===== src/rtl/sar_search_ctrl_pkg.sv =====
`default_nettype none
// ============================================================================
//  Module      : sar_pkg
//  Description : Shared types and constants for the successive-approximation
//                search controller: FSM state encoding, default data width
//                and the width helper for the trial counter.
//  Revision    : 1.0 - initial release
// ============================================================================
package sar_pkg;

    localparam int DEFAULT_WIDTH = 8;

    // Counter must hold values 0..WIDTH inclusive.
    function automatic int CNT_W(input int width);
        return $clog2(width) + 1;
    endfunction

    typedef enum logic [1:0] {
        IDLE  = 2'd0,
        TRIAL = 2'd1,
        DONE  = 2'd2
    } state_t;

endpackage : sar_pkg
`default_nettype wire


===== src/rtl/sar_search_ctrl_if.sv =====
`default_nettype none
// ============================================================================
//  Module      : sar_search_ctrl_if
//  Description : Bundle between the search controller and its environment.
//                slave  : controller side (consumes start and compare flags,
//                         drives trial value and status/result).
//                master : environment side (drives start, sees the flags
//                         from the comparator and the controller outputs).
//  Signals     : start, cmp_gt, cmp_eq, trial[WIDTH], busy, done,
//                result[WIDTH], trials[CNT_W(WIDTH)]
//  Revision    : 1.0 - initial release
// ============================================================================
interface sar_search_ctrl_if
    import sar_pkg::*;
#(
    parameter int WIDTH = DEFAULT_WIDTH
);

    logic                      start;
    logic                      cmp_gt;
    logic                      cmp_eq;
    logic [WIDTH-1:0]          trial;
    logic                      busy;
    logic                      done;
    logic [WIDTH-1:0]          result;
    logic [CNT_W(WIDTH)-1:0]   trials;

    modport slave (
        input  start,
        input  cmp_gt,
        input  cmp_eq,
        output trial,
        output busy,
        output done,
        output result,
        output trials
    );

    modport master (
        output start,
        input  cmp_gt,
        input  cmp_eq,
        input  trial,
        input  busy,
        input  done,
        input  result,
        input  trials
    );

endinterface : sar_search_ctrl_if
`default_nettype wire


===== src/rtl/sar_search_ctrl.sv =====
`default_nettype none
// ============================================================================
//  Module      : sar_search_ctrl
//  Description : Successive-approximation search controller. Drives a trial
//                value to an external combinational comparator, one bit per
//                cycle from the MSB down, and returns the value on the
//                comparator's other input as a registered result. Exits early
//                when the comparator reports equality.
//  Ports       : clk, rst      - clock, synchronous active-high reset
//                bus (slave)   - start, cmp_gt, cmp_eq in;
//                                trial, busy, done, result, trials out
//  Revision    : 1.0 - initial release
// ============================================================================
module sar_search_ctrl
    import sar_pkg::*;
#(
    parameter int WIDTH = DEFAULT_WIDTH
) (
    input  wire logic          clk,
    input  wire logic          rst,
    sar_search_ctrl_if.slave   bus
);

    localparam int               c_CNT_W = CNT_W(WIDTH);
    localparam logic [WIDTH-1:0] c_ONE   = {{(WIDTH-1){1'b0}}, 1'b1};
    localparam logic [WIDTH-1:0] c_MSB   = c_ONE << (WIDTH - 1);

    state_t               r_state_q,  w_state_d;
    logic [WIDTH-1:0]     r_trial_q,  w_trial_d;
    logic [WIDTH-1:0]     r_result_q, w_result_d;
    logic [c_CNT_W-1:0]   r_k_q,      w_k_d;
    logic [c_CNT_W-1:0]   r_cnt_q,    w_cnt_d;
    logic                 r_busy_q,   w_busy_d;
    logic                 r_done_q,   w_done_d;

    logic [WIDTH-1:0]     w_bit;    // bit currently under test
    logic [WIDTH-1:0]     w_kept;   // trial after deciding the current bit

    assign w_bit  = c_ONE << r_k_q;
    // A < trial (or inconsistent all-zero flags) clears the bit under test.
    assign w_kept = bus.cmp_gt ? r_trial_q : (r_trial_q & ~w_bit);

    always_comb begin
        w_state_d  = r_state_q;
        w_trial_d  = r_trial_q;
        w_result_d = r_result_q;
        w_k_d      = r_k_q;
        w_cnt_d    = r_cnt_q;
        w_busy_d   = 1'b0;
        w_done_d   = 1'b0;

        case (r_state_q)
            IDLE: begin
                w_trial_d = '0;
                if (bus.start) begin
                    w_state_d = TRIAL;
                    w_trial_d = c_MSB;
                    w_k_d     = c_CNT_W'(WIDTH - 1);
                    w_cnt_d   = c_CNT_W'(1);
                    w_busy_d  = 1'b1;
                end
            end

            TRIAL: begin
                // Equality wins over greater-than when both flags are set.
                if (bus.cmp_eq) begin
                    w_state_d  = DONE;
                    w_result_d = r_trial_q;
                    w_trial_d  = '0;
                    w_done_d   = 1'b1;
                end else if (r_k_q != '0) begin
                    w_trial_d = w_kept | (w_bit >> 1);
                    w_k_d     = r_k_q - c_CNT_W'(1);
                    w_cnt_d   = (r_cnt_q < c_CNT_W'(WIDTH)) ? r_cnt_q + c_CNT_W'(1)
                                                            : r_cnt_q;
                    w_busy_d  = 1'b1;
                end else begin
                    w_state_d  = DONE;
                    w_result_d = w_kept;
                    w_trial_d  = '0;
                    w_done_d   = 1'b1;
                end
            end

            DONE: begin
                // start is deliberately not looked at here.
                w_state_d = IDLE;
                w_trial_d = '0;
            end

            default: begin
                w_state_d = IDLE;
                w_trial_d = '0;
            end
        endcase
    end

    always_ff @(posedge clk) begin
        if (rst) begin
            r_state_q  <= IDLE;
            r_trial_q  <= '0;
            r_result_q <= '0;
            r_k_q      <= '0;
            r_cnt_q    <= '0;
            r_busy_q   <= 1'b0;
            r_done_q   <= 1'b0;
        end else begin
            r_state_q  <= w_state_d;
            r_trial_q  <= w_trial_d;
            r_result_q <= w_result_d;
            r_k_q      <= w_k_d;
            r_cnt_q    <= w_cnt_d;
            r_busy_q   <= w_busy_d;
            r_done_q   <= w_done_d;
        end
    end

    assign bus.trial  = r_trial_q;
    assign bus.busy   = r_busy_q;
    assign bus.done   = r_done_q;
    assign bus.result = r_result_q;
    assign bus.trials = r_cnt_q;

endmodule : sar_search_ctrl
`default_nettype wire


===== src/flat_wrapper.sv =====
// flat-port wrapper written by rule: the top's interface ports become plain ports
module sar_search_ctrl_flat import sar_pkg::*;
#(
    parameter int WIDTH = DEFAULT_WIDTH
)
  (clk, rst, bus_start, bus_cmp_gt, bus_cmp_eq, bus_trial, bus_busy, bus_done, bus_result, bus_trials);
  sar_search_ctrl_if #(.WIDTH(WIDTH)) bus_i ();
  input  wire logic clk;
  input  wire logic rst;
  input wire logic [$bits(bus_i.start)-1:0] bus_start;
  input wire logic [$bits(bus_i.cmp_gt)-1:0] bus_cmp_gt;
  input wire logic [$bits(bus_i.cmp_eq)-1:0] bus_cmp_eq;
  output wire logic [$bits(bus_i.trial)-1:0] bus_trial;
  output wire logic [$bits(bus_i.busy)-1:0] bus_busy;
  output wire logic [$bits(bus_i.done)-1:0] bus_done;
  output wire logic [$bits(bus_i.result)-1:0] bus_result;
  output wire logic [$bits(bus_i.trials)-1:0] bus_trials;
  assign bus_i.start = bus_start;
  assign bus_i.cmp_gt = bus_cmp_gt;
  assign bus_i.cmp_eq = bus_cmp_eq;
  assign bus_trial = bus_i.trial;
  assign bus_busy = bus_i.busy;
  assign bus_done = bus_i.done;
  assign bus_result = bus_i.result;
  assign bus_trials = bus_i.trials;
  sar_search_ctrl #(.WIDTH(WIDTH)) u_core (.clk(clk), .rst(rst), .bus(bus_i));
endmodule

===== config.mk =====
export PLATFORM = sky130hd
export DESIGN_NAME = sar_search_ctrl_flat
export DESIGN_NICKNAME = d
export VERILOG_FILES = /design/src/rtl/sar_search_ctrl_pkg.sv /design/src/rtl/sar_search_ctrl_if.sv /design/src/rtl/sar_search_ctrl.sv /design/src/flat_wrapper.sv
export SDC_FILE = /design/constraint.sdc
export NUM_CORES = 1
export LEC_CHECK = 0
export BUFFER_PORTS_ARGS = -buffer_cell sky130_fd_sc_hd__buf_2
export CAP_MARGIN = 25
export CELL_PAD_IN_SITES_DETAIL_PLACEMENT = 1
export CELL_PAD_IN_SITES_GLOBAL_PLACEMENT = 1
export CORE_ASPECT_RATIO = 1.1
export CORE_MARGIN = 2
export CORE_UTILIZATION = 43
export CTS_CLUSTER_DIAMETER = 150
export DETAILED_ROUTE_END_ITERATION = 6
export GPL_TIMING_DRIVEN = 1
export HOLD_SLACK_MARGIN = 0.1
export PLACE_DENSITY = 0.81
export SKIP_LAST_GASP = 1
export SYNTH_ARGS = -nofsm -noshare
export SYNTH_HDL_FRONTEND = slang
export SYNTH_SLANG_ARGS = --single-unit

===== constraint.sdc =====
create_clock -name clk -period 3.2 [get_ports clk]
set_input_delay 0.32 -clock clk [delete_from_list [all_inputs] [get_ports clk]]
set_output_delay 0.32 -clock clk [all_outputs]
set_load 0.005 [all_outputs]

## Yosys cells after proc, flatten, opt, wreduce, memory -nomap -nowiden

Index checks and enable logic that the tools add are counted.

| word-level totals | value |
|---|---|
| memories | 0 |
| bits in latches | 0 |
| RAM bits | 0 |
| bits in read-only memories | 0 |
| input bits | 5 |
| output and inout bits | 22 |
| register bits | 28 |

| operators by class | value |
|---|---|
| shift operators | 1 |
| reductions and logical operators | 8 |
| multipliers | 0 |
| order comparisons | 1 |
| bitwise operators | 4 |
| add/subtract/negate cells | 2 |
| div/mod/pow operators | 0 |
| mux-type cells | 26 |
| equal/unequal tests | 7 |

Operators with widths:

| cell | count |
|---|---|
| 8-bit two-way mux | 6 |
| 4-bit two-way mux | 7 |
| 4-bit one-hot mux with 2 select lines | 2 |
| 8-bit one-hot mux with 2 select lines | 1 |
| 8-bit AND | 1 |
| 8-bit inverter | 1 |
| 8-bit by 7-bit OR with 8-bit output | 1 |
| 1-bit by 4-bit left shift with 8-bit output, first input constant | 1 |
| 2-bit two-way mux | 3 |
| 2-bit inequality test, second input constant | 3 |
| 1-bit two-way mux | 5 |
| 5-bit AND reduction | 1 |
| 4-bit by 1-bit adder with 4-bit output, second input constant | 1 |
| 4-bit less-than comparator, second input constant | 1 |
| 2-bit by 1-bit inequality test with 1-bit output, second input constant | 2 |
| 2-bit one-hot mux with 2 select lines | 1 |
| 2-bit AND reduction | 2 |
| 4-bit AND reduction | 1 |
| 4-bit nonzero test | 1 |
| 4-bit by 1-bit subtractor with 4-bit output, second input constant | 1 |
| 3-bit inequality test, second input constant | 1 |
| 2-bit by 1-bit equality test with 1-bit output, second input constant | 1 |
| 2-bit zero test | 1 |
| 1-bit one-hot mux with 2 select lines | 1 |
| other kinds (3) | 3 |

## Longest topological paths before layout

Gate-level depths: netlist of the first run.

| depth | value |
|---|---|
| word-level depth | 8 |
| depth in mapped cells | 6 |
| mapped depth without buffers | 5 |

## Worst setup path before layout of the first run

Ideal clock, no wire load.

| path | value |
|---|---|
| path kind | register to register |
| from | reg u_core.r_k_q[0] |
| to | reg u_core.r_trial_q[7], in the netlist u_core.bus.trial[7] |
| library setup time | 0.131 ns |
| setup slack | 1.573 ns |
| cell stages (with the launch flop) | 7 |
| arrival | 1.496 ns |
| path through | dfxtp_1 -> inv_1 -> ha_1 -> or3b_2 -> buf_2 -> nand3_1 -> o22ai_1 |

| between the ends | value |
|---|---|
| longest elaborated chain between the ends | 8 |
| elaborated cells between the ends (all ways) | 9 |
| those cells by class | shift (1); mux (4); bitwise (3); reduce/logical (1) |

Ends and longest elaborated chain:

| what | RTL line | source |
|---|---|---|
| start: declaration | sar_search_ctrl.sv:31 | `logic [c_CNT_W-1:0] r_k_q, w_k_d;` |
| start signal: assignment | sar_search_ctrl.sv:111 | `r_k_q <= w_k_d;` |
| 1-bit by 4-bit left shift with 8-bit output | sar_search_ctrl.sv:39 | `assign w_bit = c_ONE << r_k_q;` |
| 8-bit inverter | sar_search_ctrl.sv:41 | `assign w_kept = bus.cmp_gt ? r_trial_q : (r_trial_q & ~w_bit);` |
| 8-bit AND | sar_search_ctrl.sv:41 |  |
| 8-bit two-way mux | sar_search_ctrl.sv:41 |  |
| 8-bit by 7-bit OR with 8-bit output | sar_search_ctrl.sv:72 | `w_trial_d = w_kept \| (w_bit >> 1);` |
| 8-bit two-way mux * | sar_search_ctrl.sv:71 | `end else if (r_k_q != '0) begin` |
| 8-bit two-way mux * | sar_search_ctrl.sv:66 | `if (bus.cmp_eq) begin` |
| 8-bit one-hot mux with 2 select lines * | sar_search_ctrl.sv:52 | `case (r_state_q)` |
| end signal: assignment | sar_search_ctrl.sv:109 | `r_trial_q <= w_trial_d;` |
| end: declaration | sar_search_ctrl.sv:29 | `logic [WIDTH-1:0] r_trial_q, w_trial_d;` |

Mark *: on every way between the ends. The rest lies on a longest branch, timed or not.
A chain may end at the register's enable or synchronous reset.

## Worst setup path after layout of the first run

Same ends and word-level chain as after synthesis.

==> run metrics, run 1 <==
Die Span Y 62.06 um; Post-Synthesis Cell Area 1318 um^2; net count after synthesis 154; Worst setup EP type register; leakage power 0.0006669 uW; Post-Synth Simple-Gate Area 20.80%; Fmax achieved 0.5444 GHz; Hold Vio Cnt, Final 0; commonest cells after routing, fill and taps aside sky130_fd_sc_hd__dfxtp_1 (28), sky130_fd_sc_hd__buf_2 (26), sky130_fd_sc_hd__nand2_1 (12); number of unique standard cell types used by synthesis 36; postcts setup bufs 0; slew of the pin with the lowest slew margin 0.8567 ns; Max clock buf depth 2; mux contribution to synthesized area 7.597%; I/O Buffers 26; hold buffer count at CTS 0; number of pins exceeding their max-slew limit in the final report 0; power density cells 438.1 nW/um^2; pin count of the biggest net entering global routing 16; final critical-path share of the clock period 57.41%; cell depth of the worst hold path 2; total overflow reported by the global router 0; Yosys warning count 0; Post-Synth XOR/XNOR Area 0%; count of max-cap constraint violations 0; kind of start point of the critical path register; CTS tree yes; CP cell instances inv_1 > ha_1 > or3b_2 > nand3_1 > o22ai_1; largest family of logic cells by synthesized area simple AND/OR/NAND/NOR gates; CTS Root Buffer Type sky130_fd_sc_hd__clkbuf_4; CP arrival 2.08 ns; via count 1160; diode count 0; time the final worst path needs with I/O delays and setup 1.837 ns; end-of-flow core utilization 50.46%; post-detailed-route wirelength per cell 16.51 um; via count of the first global-routing pass 1109; Reg clk slew, reported paths 0.16 ns; proportion of layout cells with a drive suffix above 1 23.81%; via count normalized by instance count 5.743; overall fraction of global-route tracks in use 20.26%; number of nets still failing antenna checks after routing 0; Worst R2R Path Depth 5; Relative slew margins 42.77%; critical path start-end classification reg2reg; mean area per synthesized cell 9.213 um^2; std cell rows 21; hpwl dp 2492 um; overall routed net length 3335 um; fill count 364; initial core utilization 43.98%; Synth area leaders sky130_fd_sc_hd__dfxtp_1 (43%), sky130_fd_sc_hd__mux2i_1 (7.6%), sky130_fd_sc_hd__ha_1 (5.7%); routability congestion estimate from global placement 0.8306; Synth Flop Type sky130_fd_sc_hd__dfxtp_1; worst min-delay path class in2reg; stage delay of the slowest cell on the critical path 0.59 ns; Data required, critical path 3.44 ns; I/O pins 27; core region area 2995 um^2; number of sinks handled by clock tree synthesis 28; setup tns final 0 ns; Residual DRC 0; total number of nets in the final design 180; number of endpoints failing setup at the final stage 0; Reg area 560.5 um^2; number of antenna violations at the first check in global routing 0; router iterations before antenna repair 4; Initial DRC Count 47; Die Footprint 3523 um^2; Die W 56.78 um; cell type of the slowest stage on the worst timing path sky130_fd_sc_hd__or3b_2; clock latency of the later-clocked register in the worst-skew pair 0.34 ns; count of flip-flops with a built-in enable after synthesis 0; area fraction in compound gates after synthesis 19.09%; run status complete, no violations; RSZ-0062 raised after global routing false; CTS HTree Levels 1; wire length of the first global-routing pass 5457 um; Cells after Synth 143; async set-or-reset flop fraction in the synthesized netlist 0%; arithmetic-cell share of the synthesized area counting full adders, half adders and majority gates 5.698%; area fraction of the dominant cell type after synthesis 42.55%; CTS Buf Count 3; cell type contributing the most total cell area after synthesis sky130_fd_sc_hd__dfxtp_1; total of cells resized after clock tree synthesis 0; biggest fanout along the worst timing path 10; Layout Area Growth over Synthesis 14.72%; final worst clock skew 0.005595 ns; part of the Yosys area used for sequential elements 42.55%; IR drop worst, VDD 0.0002096 V; area of the multi-input gates 700.7 um^2; most common cell after layout, fill and taps aside sky130_fd_sc_hd__dfxtp_1; number of synthesized register bits 28
synthesized netlist by cell type (2+ instances only):
| cell | number |
|---|---|
| sky130_fd_sc_hd__nor2_1 | 8 |
| sky130_fd_sc_hd__o21ai_0 | 4 |
| sky130_fd_sc_hd__o31ai_1 | 4 |
| sky130_fd_sc_hd__nand2b_1 | 3 |
| sky130_fd_sc_hd__dfxtp_1 | 28 |
| sky130_fd_sc_hd__ha_1 | 6 |
| sky130_fd_sc_hd__nand2_1 | 12 |
| sky130_fd_sc_hd__o211ai_1 | 8 |
| sky130_fd_sc_hd__nor2b_1 | 2 |
| sky130_fd_sc_hd__a211oi_1 | 3 |
| sky130_fd_sc_hd__a21oi_1 | 9 |
| sky130_fd_sc_hd__mux2i_1 | 10 |
| sky130_fd_sc_hd__a311oi_1 | 2 |
| sky130_fd_sc_hd__nor3_1 | 2 |
| sky130_fd_sc_hd__or3_1 | 2 |
| sky130_fd_sc_hd__clkbuf_1 | 4 |
| sky130_fd_sc_hd__inv_1 | 7 |
| sky130_fd_sc_hd__buf_2 | 3 |
| sky130_fd_sc_hd__nor3b_1 | 2 |
| sky130_fd_sc_hd__or3b_2 | 2 |
| sky130_fd_sc_hd__nand3_1 | 6 |
| sky130_fd_sc_hd__or4b_2 | 2 |
through the flow:
step	worst slack (ns)	area [um^2]	total power, uW	hold slack (ns)	std cells
floorplan	1.573	1318	455.2	0.4549	143
global placement	1.464	1475	483.1	0.4431	198
detailed placement	1.390	1475	489.1	0.4599	198
CTS	1.361	1511	669.4	0.2963	202
global route	1.235	1511	695.5	0.3189	202
finish	1.363	1511	662.2	0.2988	202
cell type report:
class	instances	share of cell area [%]
multi-input cells	101	46.36
repair buffers	28	9.603
inverters	7	1.738
well taps	34	2.815
flip-flops and latches	28	37.09
clock buffers	4	2.401
worst max-delay path: cells and delay by family, from the launching register on:
kind / cells / cell delay [ns]
compound gates: 1 / 0.10
fa+ha+maj: 1 / 0.22
buf+inv: 1 / 0.13
flops: 1 / 0.38
simple gates: 2 / 0.90
flip-flops by register name (all words and copies together), names as in the netlist:
name               cells
u_core.bus.trials      4
u_core.r_k_q           4
u_core.bus.trial       8
u_core.bus.busy        1
u_core.bus.result      8
u_core.bus.done        1
u_core.r_state_q       2
path summary, 6_finish.rpt:
path	start	to	slack (ns)
hold / removal	rst	u_core.bus.busy$_SDFF_PP0_	0.30
hold reg to reg	u_core.bus.result[2]$_SDFFE_PP0P_	u_core.bus.result[2]$_SDFFE_PP0P_	0.47
setup reg to reg	u_core.r_k_q[0]$_SDFFE_PP0P_	u_core.bus.trial[7]$_SDFF_PP0_	1.36
setup / recovery	u_core.r_k_q[0]$_SDFFE_PP0P_	u_core.bus.trial[7]$_SDFF_PP0_	1.36
power breakdown:
part           internal [uW]  switching [uW]  total [uW]  leakage [uW]
logic                   41.5            64.2         106      0.000418
registers                360            16.5         377      0.000228
clock network           69.8             110         180     0.0000210
cell families after synthesis:
kind of cell	count (synthesis)
buffers and inverters	14
AOI/OAI and AO/OA	37
muxes	10
DFF	28
adders and majority gates	6
and+or+nand+nor	48
metal layers:
| metal | share of wire (%) | vias up | global-route usage, % |
|---|---|---|---|
| li1 | - | 573 | - |
| met1 | 47 | 554 | 28.15 |
| met2 | 48 | 28 | 33.06 |
| met3 | 3.7 | 5 | 2.070 |
| met4 | 1.5 | 0 | 7.973 |
| met5 | 0 | - | 0 |
Note: power is estimated with default switching activity, not from simulation.
==> run 2: changes to the inputs <==
--- a/config.mk
+++ b/config.mk
@@ -11,12 +11,12 @@
 export CELL_PAD_IN_SITES_GLOBAL_PLACEMENT = 1
 export CORE_ASPECT_RATIO = 1.1
 export CORE_MARGIN = 2
-export CORE_UTILIZATION = 43
+export CORE_UTILIZATION = 36
 export CTS_CLUSTER_DIAMETER = 150
 export DETAILED_ROUTE_END_ITERATION = 6
 export GPL_TIMING_DRIVEN = 1
 export HOLD_SLACK_MARGIN = 0.1
-export PLACE_DENSITY = 0.81
+export PLACE_DENSITY = 0.73
 export SKIP_LAST_GASP = 1
 export SYNTH_ARGS = -nofsm -noshare
 export SYNTH_HDL_FRONTEND = slang
==> constraint.sdc (replaced) <==
create_clock -name clk -period 1.62 [get_ports clk]
set_input_delay 0.162 -clock clk [delete_from_list [all_inputs] [get_ports clk]]
set_output_delay 0.162 -clock clk [all_outputs]
set_load 0.005 [all_outputs]
==> run metrics, run 2 (synthesized netlist as in run 1, its figures left out) <==
I/O Buffers 26; wire length of the first global-routing pass 5775 um; Residual DRC 0; count of max-cap constraint violations 0; Initial DRC Count 31; number of endpoints failing setup at the final stage 0; overall routed net length 3522 um; routability congestion estimate from global placement 0.8679; Reg area 563.0 um^2; Die Footprint 4160 um^2; clock latency of the later-clocked register in the worst-skew pair 0.28 ns; router iterations before antenna repair 4; post-route total power 1570 uW; pre-CTS WS -0.03535 ns; area of the multi-input gates 723.2 um^2; CP arrival 1.76 ns; via count normalized by instance count 5.220; leakage power 0.0007570 uW; IR drop worst, VDD 0.0004198 V; I/O pins 27; std cell rows 23; diode count 0; RSZ-0062 raised after global routing false; number of sinks handled by clock tree synthesis 28; final worst clock skew 0.005039 ns; number of pins exceeding their max-slew limit in the final report 0; CTS Root Buffer Type sky130_fd_sc_hd__clkbuf_8; slew of the pin with the lowest slew margin 0.3849 ns; number of antenna violations at the first check in global routing 0; Fmax achieved 0.6426 GHz; overall fraction of global-route tracks in use 18.50%; Internal Pwr Total 1168 uW; biggest fanout along the worst timing path 3; critical path start-end classification reg2reg; Top Layer Used met4; Layout Area Growth over Synthesis 28.78%; Hold Vio Cnt, Final 0; Max clock buf depth 2; post-detailed-route wirelength per cell 15.18 um; Net Sw Frac 25.60%; switching power 402.0 uW; run status complete, no violations; Data required, critical path 1.83 ns; register share of total power 46.7%; fill count 442; total length of routed met2 wires 1847 um; commonest cells after routing, fill and taps aside sky130_fd_sc_hd__buf_2 (26), sky130_fd_sc_hd__dfxtp_1 (26), sky130_fd_sc_hd__buf_4 (16); worst min-delay path class in2reg; final setup margin 0.06390 ns; power density cells 925.4 nW/um^2; pin count of the biggest net entering global routing 17; total overflow reported by the global router 0; hold buffer count at CTS 0; via count of the first global-routing pass 1204; share of power burned in combinational logic 17.7%; final critical-path share of the clock period 96.06%; wire length on met3 86 um; Die Span Y 67.45 um; via count 1211; proportion of layout cells with a drive suffix above 1 33.52%; Die W 61.68 um; time the final worst path needs with I/O delays and setup 1.556 ns; CTS tree yes; CTS HTree Levels 1; CTS Buf Count 3; total number of nets in the final design 194; Worst setup EP type register; Clock Power Share 35.5%; Reg clk slew, reported paths 0.09 ns; core region area 3568 um^2; number of nets still failing antenna checks after routing 0; postcts setup bufs 0; hpwl dp 2754 um; Relative slew margins 74.31%; initial core utilization 36.92%; post-route met1 wirelength 1543 um; kind of start point of the critical path register
run 2: changes by cell type in the layout (fill, tap and decap cells not counted), moves of 2 or more:
| cell | before | now |
|---|---|---|
| sky130_fd_sc_hd__buf_4 | 2 | 16 |
| sky130_fd_sc_hd__a21oi_2 | 0 | 2 |
| sky130_fd_sc_hd__or4b_4 | 0 | 2 |
| sky130_fd_sc_hd__dfxtp_1 | 28 | 26 |
| sky130_fd_sc_hd__a21oi_1 | 9 | 7 |
| sky130_fd_sc_hd__clkbuf_8 | 1 | 3 |
| sky130_fd_sc_hd__clkbuf_4 | 3 | 0 |
| sky130_fd_sc_hd__dfxtp_2 | 0 | 2 |
run 2: worst paths after layout:
kind,startpoint,endpoint,slack (ns),cells past startpoint
worst min register to register,u_core.bus.result[3]$_SDFFE_PP0P_,u_core.bus.result[3]$_SDFFE_PP0P_,0.47,2
worst max register to register,u_core.r_k_q[0]$_SDFFE_PP0P_,u_core.r_k_q[3]$_SDFFE_PP0P_,0.06,4
worst max-delay path,u_core.r_k_q[0]$_SDFFE_PP0P_,u_core.r_k_q[3]$_SDFFE_PP0P_,0.06,4
worst min-delay path,rst,u_core.r_state_q[0]$_SDFFE_PP0P_,0.20,2
run 2: timing repair:
action / 4_1_cts / 5_1_grt
pin swaps: 0 / 2
gates resized for setup: 1 / 12
cloned: 0 / 1
endpoints found under the hold margin: 0 / 0
endpoints found under the setup margin: 5 / 13
run 2: per-stage QoR:
stage | cell area (um^2) | std cells | util (%) | hold WS [ns] | setup TNS, ns
6_report | 1697 | 232 | 47.55 | 0.1971 | 0
5_1_grt | 1697 | 232 | 47.55 | 0.2116 | 0
4_1_cts | 1672 | 231 | 46.84 | 0.1963 | 0
3_5_place_dp | 1598 | 227 | 44.78 | 0.4590 | -0.09757
3_3_place_gp | 1598 | 227 | 44.78 | 0.4444 | 0
2_1_floorplan | 1323 | 143 | - | 0.3415 | 0
run 2: area by class of cell:
class / count / share of cell area, %
tap: 50 / 3.687
multi-input combinational: 101 / 42.63
sequential: 28 / 33.19
inverter: 7 / 1.549
clock buffer: 3 / 2.434
timing repair buffer: 42 / 14.75
clock inverter: 1 / 1.770
run 2: worst max-delay path, cell delays in order (launching register included):
cell and delay [ns]:
sky130_fd_sc_hd__dfxtp_2 0.34, sky130_fd_sc_hd__buf_4 0.14, sky130_fd_sc_hd__or4b_4 0.54, sky130_fd_sc_hd__or3_1 0.31, sky130_fd_sc_hd__o211ai_1 0.15
run 2: power groups by stage:
stage	clock network [uW]	registers (uW)	logic, uW
2_1_floorplan	0	745	155
3_3_place_gp	0	746	254
3_5_place_dp	0	748	266
4_1_cts	574	732	271
5_1_grt	599	738	309
6_report	558	734	279
run 2: layer usage:
metal | global-route usage [%] | vias up
met5 | 0 | -
met3 | 2.682 | 5
met1 | 23.03 | 583
li1 | - | 605
met2 | 32.11 | 18
met4 | 6.117 | 0
